**src/rtl/xor_serializer.sv**
```systemverilog
// Byte-stream serializer for the xor_encrypt output word. Buffers whole words in a
// small FIFO (no upstream backpressure exists) and emits them LSB-first over valid/ready.
module xor_serializer #(
  parameter int DATA_W = 256,
  parameter int OUT_W  = 8,
  parameter int DEPTH  = 2
) (
  input  logic                         clk,
  input  logic                         rst_n,
  input  logic                         valid_in,
  input  logic [DATA_W-1:0]            code_in,
  output logic [OUT_W-1:0]             byte_out,
  output logic                         byte_valid,
  input  logic                         byte_ready,
  output logic                         last,
  output logic                         overflow,
  output logic [$clog2(DEPTH+1)-1:0]   fifo_level,
  output logic                         busy
);

  localparam int N     = DATA_W / OUT_W;
  localparam int CNT_W = (N > 1) ? $clog2(N) : 1;
  localparam int PTR_W = (DEPTH > 1) ? $clog2(DEPTH) : 1;
  localparam int LVL_W = $clog2(DEPTH + 1);

  localparam logic [CNT_W-1:0] CNT_LAST = CNT_W'(N - 1);
  localparam logic [PTR_W-1:0] PTR_LAST = PTR_W'(DEPTH - 1);
  localparam logic [LVL_W-1:0] LVL_FULL = LVL_W'(DEPTH);

  typedef enum logic {IDLE, SEND} state_t;

  state_t              state_q, state_d;
  logic [DATA_W-1:0]   sh_q, sh_d;
  logic [CNT_W-1:0]    cnt_q, cnt_d;
  logic [PTR_W-1:0]    wr_ptr_q, wr_ptr_d;
  logic [PTR_W-1:0]    rd_ptr_q, rd_ptr_d;
  logic [LVL_W-1:0]    level_q, level_d;
  logic                ovf_q, ovf_d;
  logic [DATA_W-1:0]   mem_q [DEPTH];
  logic [DATA_W-1:0]   mem_d [DEPTH];

  logic xfer, last_beat, fifo_ne, pop, push;

  always_comb begin
    xfer      = (state_q == SEND) && byte_ready;
    last_beat = (cnt_q == CNT_LAST);
    fifo_ne   = (level_q != '0);
    // Only a word already in the FIFO before this edge may be popped: no write bypass.
    pop       = fifo_ne && ((state_q == IDLE) || (xfer && last_beat));
    // A pop at the same edge frees a slot, so a full FIFO can still accept.
    push      = valid_in && ((level_q < LVL_FULL) || pop);

    state_d  = state_q;
    sh_d     = sh_q;
    cnt_d    = cnt_q;
    wr_ptr_d = wr_ptr_q;
    rd_ptr_d = rd_ptr_q;
    level_d  = level_q;
    ovf_d    = ovf_q;
    mem_d    = mem_q;

    if (push) begin
      mem_d[wr_ptr_q] = code_in;
      wr_ptr_d        = (wr_ptr_q == PTR_LAST) ? '0 : wr_ptr_q + 1'b1;
    end
    if (pop) begin
      rd_ptr_d = (rd_ptr_q == PTR_LAST) ? '0 : rd_ptr_q + 1'b1;
    end
    if (valid_in && !push) begin
      ovf_d = 1'b1;
    end

    case ({push, pop})
      2'b10:   level_d = level_q + 1'b1;
      2'b01:   level_d = level_q - 1'b1;
      default: level_d = level_q;
    endcase

    case (state_q)
      IDLE: begin
        if (pop) begin
          sh_d    = mem_q[rd_ptr_q];
          cnt_d   = '0;
          state_d = SEND;
        end
      end
      SEND: begin
        if (xfer) begin
          if (pop) begin
            sh_d  = mem_q[rd_ptr_q];
            cnt_d = '0;
          end else begin
            sh_d  = sh_q >> OUT_W;
            cnt_d = last_beat ? '0 : cnt_q + 1'b1;
            if (last_beat) begin
              state_d = IDLE;
            end
          end
        end
      end
      default: state_d = IDLE;
    endcase
  end

  always_ff @(posedge clk) begin
    if (!rst_n) begin
      state_q  <= IDLE;
      sh_q     <= '0;
      cnt_q    <= '0;
      wr_ptr_q <= '0;
      rd_ptr_q <= '0;
      level_q  <= '0;
      ovf_q    <= 1'b0;
    end else begin
      state_q  <= state_d;
      sh_q     <= sh_d;
      cnt_q    <= cnt_d;
      wr_ptr_q <= wr_ptr_d;
      rd_ptr_q <= rd_ptr_d;
      level_q  <= level_d;
      ovf_q    <= ovf_d;
    end
  end

  // Word storage carries no reset; occupancy is tracked by the pointers and level.
  always_ff @(posedge clk) begin
    mem_q <= mem_d;
  end

  assign byte_out   = sh_q[OUT_W-1:0];
  assign byte_valid = (state_q == SEND);
  assign last       = (state_q == SEND) && (cnt_q == CNT_LAST);
  assign overflow   = ovf_q;
  assign fifo_level = level_q;
  assign busy       = (state_q == SEND) || (level_q != '0);

endmodule

```
**config.mk**
```make
export PLATFORM = sky130hd
export DESIGN_NAME = xor_serializer
export DESIGN_NICKNAME = d
export VERILOG_FILES = /design/src/rtl/xor_serializer.sv
export SDC_FILE = /design/constraint.sdc
export NUM_CORES = 1
export LEC_CHECK = 0
export CAP_MARGIN = 20
export CORE_ASPECT_RATIO = 1.25
export CORE_MARGIN = 1.5
export CORE_UTILIZATION = 40
export CTS_CLUSTER_DIAMETER = 60
export CTS_CLUSTER_SIZE = 8
export DETAILED_ROUTE_END_ITERATION = 12
export HOLD_SLACK_MARGIN = 0.06
export PLACE_DENSITY = 0.65
export SYNTH_ARGS = -nofsm -noshare
export SYNTH_HDL_FRONTEND = slang
export SYNTH_SLANG_ARGS = --single-unit
```
**constraint.sdc**
```tcl
create_clock -name clk -period 24.8 [get_ports clk]
set_input_delay 6.2 -clock clk [delete_from_list [all_inputs] [get_ports clk]]
set_output_delay 6.2 -clock clk [all_outputs]
set_load 0.02 [all_outputs]
```
== Yosys cells after proc, flatten, opt, wreduce, memory -nomap -nowiden ==
Index checks and enable logic that the tools add are counted.

* Register bits: 779
* Bits of input ports: 260
* Logic and storage cells: 63

* Add/subtract/negate cells: 5
* Order comparisons: 4
* Equality and inequality tests: 5
* Multiplexer cells: 23
* Bitwise logic cells: 3
* Reductions and logical operators: 14

{| class="wikitable"
|+ Operators by type and width
! operator !! count
|-
| $mux W256 || 7
|-
| $bwmux W512 || 1
|-
| $pmux W256 S2 || 1
|-
| $demux W256 S1 || 1
|-
| $mux W5 || 4
|-
| $pmux W5 S2 || 1
|-
| $logic_and A1 B1 Y1 || 7
|-
| $mux W1 || 6
|-
| $add A5 B1 Y5 const B || 1
|-
| $eq A5 B5 Y1 const B || 1
|-
| $ge A2 B2 Y1 const B || 2
|-
| $not A1 Y2 || 2
|-
| $pmux W2 S2 || 1
|-
| $reduce_bool A2 Y1 || 2
|-
| $logic_or A1 B1 Y1 || 3
|-
| $add A1 B1 Y1 const B || 2
|-
| $add A2 B1 Y2 const B || 1
|-
| $eq A2 B1 Y1 const B || 1
|-
| $eq A2 B2 Y1 const B || 1
|-
| $lt A2 B1 Y1 const B || 1
|-
| $lt A2 B2 Y1 const B || 1
|-
| $ne A2 B1 Y1 const B || 1
|-
| $ne A2 B2 Y1 const B || 1
|-
| $pmux W1 S2 || 1
|-
| other kinds (4) || 4
|}

== Logic depth before layout (Yosys ltp) ==
* Depth in word-level cells: 8
* Mapped depth: 10

== Least setup slack after synthesis ==
Ideal clock, no wire load.

* Kind: input to register
* From: input byte_ready
* To: register mem_q[256] in the netlist's numbering, enable pin
* Arrival time: 17.408 ns
* Slack: 6.514 ns
* Stages on the path: 4
* Path through: a21boi_0 a21boi_0 inv_1 nor2_1

* Longest elaborated chain between the ends: 6

{| class="wikitable"
|+ Ends and longest elaborated chain
! element !! RTL line !! text
|-
| start: declaration || 14 || <nowiki>input logic byte_ready,</nowiki>
|-
| $logic_and A1 B1 Y1 || 45 || <nowiki>xfer = (state_q == SEND) && byte_ready;</nowiki>
|-
| $logic_and A1 B1 Y1 || 49 || <nowiki>pop = fifo_ne && ((state_q == IDLE) || (xfer && last_beat));</nowiki>
|-
| $logic_or A1 B1 Y1 || 49 ||
|-
| $logic_and A1 B1 Y1 || 49 ||
|-
| $logic_or A1 B1 Y1 || 51 || <nowiki>push = valid_in && ((level_q < LVL_FULL) || pop);</nowiki>
|-
| $logic_and A1 B1 Y1 || 51 ||
|-
| end signal: assignment || 127 || <nowiki>mem_q <= mem_d;</nowiki>
|-
| end: declaration || 39 || <nowiki>logic [DATA_W-1:0] mem_q [DEPTH];</nowiki>
|}

No other way between the ends.
A chain may end at the register's enable or synchronous reset.

== Worst setup path in the final report ==
* From: input byte_ready
* To: register sh_q[97]

* Longest elaborated chain between the ends: 7
* Elaborated cells on any way between the ends: 10
* Classes of those cells: eq/ne (2); mux (3); reduce/logical (5)

{| class="wikitable"
|+ Ends and longest elaborated chain
! element !! RTL line !! text
|-
| $logic_and A1 B1 Y1 * || 45 ||
|-
| $logic_and A1 B1 Y1 || 49 ||
|-
| $logic_or A1 B1 Y1 || 49 ||
|-
| $logic_and A1 B1 Y1 || 49 ||
|-
| $mux W256 || 89 || <nowiki>if (pop) begin</nowiki>
|-
| $mux W256 || 88 || <nowiki>if (xfer) begin</nowiki>
|-
| $pmux W256 S2 || 79 || <nowiki>case (state_q)</nowiki>
|-
| end signal: assignment || 108 || <nowiki>sh_q <= '0;</nowiki>
|-
| end signal: assignment || 116 || <nowiki>sh_q <= sh_d;</nowiki>
|-
| end: declaration || 33 || <nowiki>logic [DATA_W-1:0] sh_q, sh_d;</nowiki>
|}

Every way passes the cells marked *; elsewhere a longest branch is shown, timed or not. The select of a mux whose other input is x is not followed.

==> metrics.md <==
| Metric | Value |
|---|---|
| Last weighted congestion value of the routability-driven placer | 0.777 |
| Vertical extent of the die | 310 µm |
| Number of max-slew violations in the final report | 0 |
| Aggregate negative setup slack | 0 ns |
| DRT iter0 DRCs | 1411 |
| Kind of end point of the critical path | flop |
| Clock tree from TritonCTS | built |
| Proportion of synthesized flip-flops having asynchronous set or reset | 0% |
| Syn Std Cell Area | 0.0302 mm² |
| Fmax | 108 MHz |
| Clock transition time at the flip-flop clock pins of the worst setup and hold paths | 0.05 ns |
| Critical Path Fanout Max | 80 |
| Category of the critical setup timing path | in -> reg |
| DR pass1 iterations | 5 |
| Most frequent cells after synthesis | edfxtp_1 (512), dfxtp_1 (267), or3_1 (251), mux2i_1 (249), a32o_1 (248) |
| Antenna violations before repair | 11 |
| Yosys warns | 0 |
| Tightest Hold Check Type | reg -> reg |
| R2R Path Start | fifo_level[1] |
| Final wirelength | 70600 µm |
| Final design area excluding fillers | 0.0365 mm² |
| Final-stage net count | 2528 |
| Total global routing overflow | 0 |
| Total global-route track usage | 17.8% |
| CP Cell Sequence | clkdlybuf4s50_1 > nand2b_1 > a21oi_4 > buf_4 > buf_4 > buf_16 > buf_4 > a32o_1 |
| Number of ports placed on the die boundary | 274 |
| Worst slack on hold paths | 0.456 ns |
| Critical path data arrival time | 9.90 ns |
| Fraction of final layout cells sized beyond drive strength 1 | 6.87% |
| Post-synthesis sequential area ratio | 68.6% |
| Global-route wire length before repair | 107000 µm |
| Type of origin of the critical path | input port |
| Vias in the first global route | 18700 |
| Synth Register Bits | 779 |
| Period utilization | 37.5% |
| Number of flops mapped to enable cells by yosys | 512 |
| Shortest period the worst path allows | 9.30 ns |
| Cell at the root of the clock tree | clkbuf_16 |
| Instance area after placement | 0.0332 mm² |
| WL/cell | 21.2 µm |
| Total area of sequential cells | 0.0207 mm² |
| Top cell by count, worst path | buf_4 |
| Fillers | 6356 |
| Horizontal die dimension | 249 µm |
| Effective utilization at floorplan | 40.4% |
| Avg Cell Area, Syn | 14.6 µm² |
| Worst setup skew after layout | 0.0187 ns |
| Slowest cell delay on critical path | 0.74 ns |
| Most common cell in the synthesized netlist | edfxtp_1 |
| Inserted Clock Buffers | 109 |
| Maximum count of clock buffers along a single path | 3 |
| Worst Setup Slack, final | 15.50 ns |
| Worst Hold Launch | sh_q[124] |
| Pin count of the biggest net entering global routing | 304 |
| CTS Hold Buffers Added | 0 |
| Required time worst endpoint | 25.40 ns |
| Post-route antenna net violation count | 0 |
| Maxcap violations | 0 |
| Remaining max-slew budget at the tightest pin | 9.62% |
| Buffers on Ports | 273 |
| Critical Path Start | byte_ready |
| Leakage | 11.9 nW |
| DRC | 0 |
| Cell with the largest stage delay on the worst path | buf_4 |
| Fraction of synthesized cell area taken by the top area cell type | 50.9% |
| Predominant post-synthesis flop cell | edfxtp_1 |
| Post-route non-filler standard cell count | 3335 |
| Post-Synthesis Cells | 2068 |
| Setup slack at placement | 14.64 ns |
| Via-to-Cell Ratio | 5.57 |
| Largest area contributor in the netlist | edfxtp_1 |
| Final setup violation count | 0 |
| Synth area leaders | edfxtp_1 (51%), dfxtp_1 (18%), mux2i_1 (8.3%) |
| Synthesis-to-layout area growth | 20.9% |
| Total setup buffers inserted after CTS | 0 |
| Multi-input gate area | 0.00835 mm² |
| Setup repair after global routing missed its margin | no |
| CTS HTree Levels | 3 |
| Maximum VDD drop | 0.0741 mV |
| Skew-Pair Late Insertion Delay | 0.66 ns |
| Count of vias placed by the detailed router | 18600 |
| Overall die area | 0.0771 mm² |
| Area of the core | 0.0747 mm² |
| Site row count | 112 |
| Cell total after placement | 3121 |
| Final count of hold timing violations | 0 |
| Power per unit of standard cell area | 118 mW/mm² |
| Run status | finished clean |
| Number of distinct standard cells referenced by the synthesized netlist | 37 |
| Clock tree sinks | 779 |
| Actual slew at the worst max-slew pin | 1.36 ns |
| Synthesized net count | 2331 |
| CTS resizes | 0 |
| Total half-perimeter wirelength after legalization and detailed placement | 41700 µm |
layout by cell type (no fill, tap or decap), types with 11 or more instances in the layout:
master,count
o21ai_0,243
a32o_1,248
a21oi_1,16
o21ai_1,20
dfxtp_1,266
or3_1,251
buf_4,16
clkdlybuf4s50_1,273
edfxtp_1,512
nand3_1,11
mux2i_1,249
clkbuf_16,111
clkbuf_1,84
critical path: cells and delay by family:
family          cells  cell delay, ns
compound gates      2            0.43
buf+inv             5            2.80
simple gates        1            0.26
final timing paths:
| path | endpoint | slack, ns | cells after the start |
|---|---|---|---|
| worst max-delay path | sh_q[97] | 15.50 | 8 |
| worst min-delay path | sh_q[124] | 0.46 | 1 |
| worst max register to register | sh_q[97] | 20.62 | 8 |
| worst min register to register | sh_q[124] | 0.46 | 1 |
power by group:
part           internal [mW]  switching (mW)
sequential              1.69           0.158
clock                  0.836           0.542
combinational          0.485           0.585
total                   3.01            1.29
logic make-up (layout without fill, tap and decap cells):
kind of cell    count (synthesis)  count (layout)  synth area share (%)
flops                         779             779                  68.6
compound gates                535             535                  13.1
simple gates                  279             279                  5.74
mux                           257             257                  8.56
buf+inv                       213             504                  3.78
fa+ha+maj                       3               3                 0.124
xor+xnor                        2               2                0.0580
other cells                     0               7                     0
per-layer routing:
layer / routed length [µm] / global-route usage, %
met1: 28800 / 21.8
met5: 13 / 0
met4: 2090 / 7.76
met2: 36100 / 31.0
met3: 3520 / 3.25
final cells by class:
class                   instances  area share, %
flip-flops and latches        779           56.8
clock buffers                 195           8.47
repair buffers                294           8.13
multi-input cells            1076           22.9
diodes                          7         0.0480
clock inverters                10          0.329
well taps                     969           3.32
inverters                       5         0.0720
through the flow:
stage	utilization [%]	power, mW
after floorplan	-	2.68
after global placement	44.5	2.92
after detailed placement	44.5	2.95
after CTS	48.8	4.35
after global routing	48.9	4.52
final	48.9	4.30
registers in the layout, summed over array words and instances (netlist names):
register and count:
byte_valid 1, cnt_q 5, overflow 1, fifo_level 2
rd_ptr_q 1, sh_q 256, wr_ptr_q 1, mem_q 512
(Power assumes the default switching activity.)
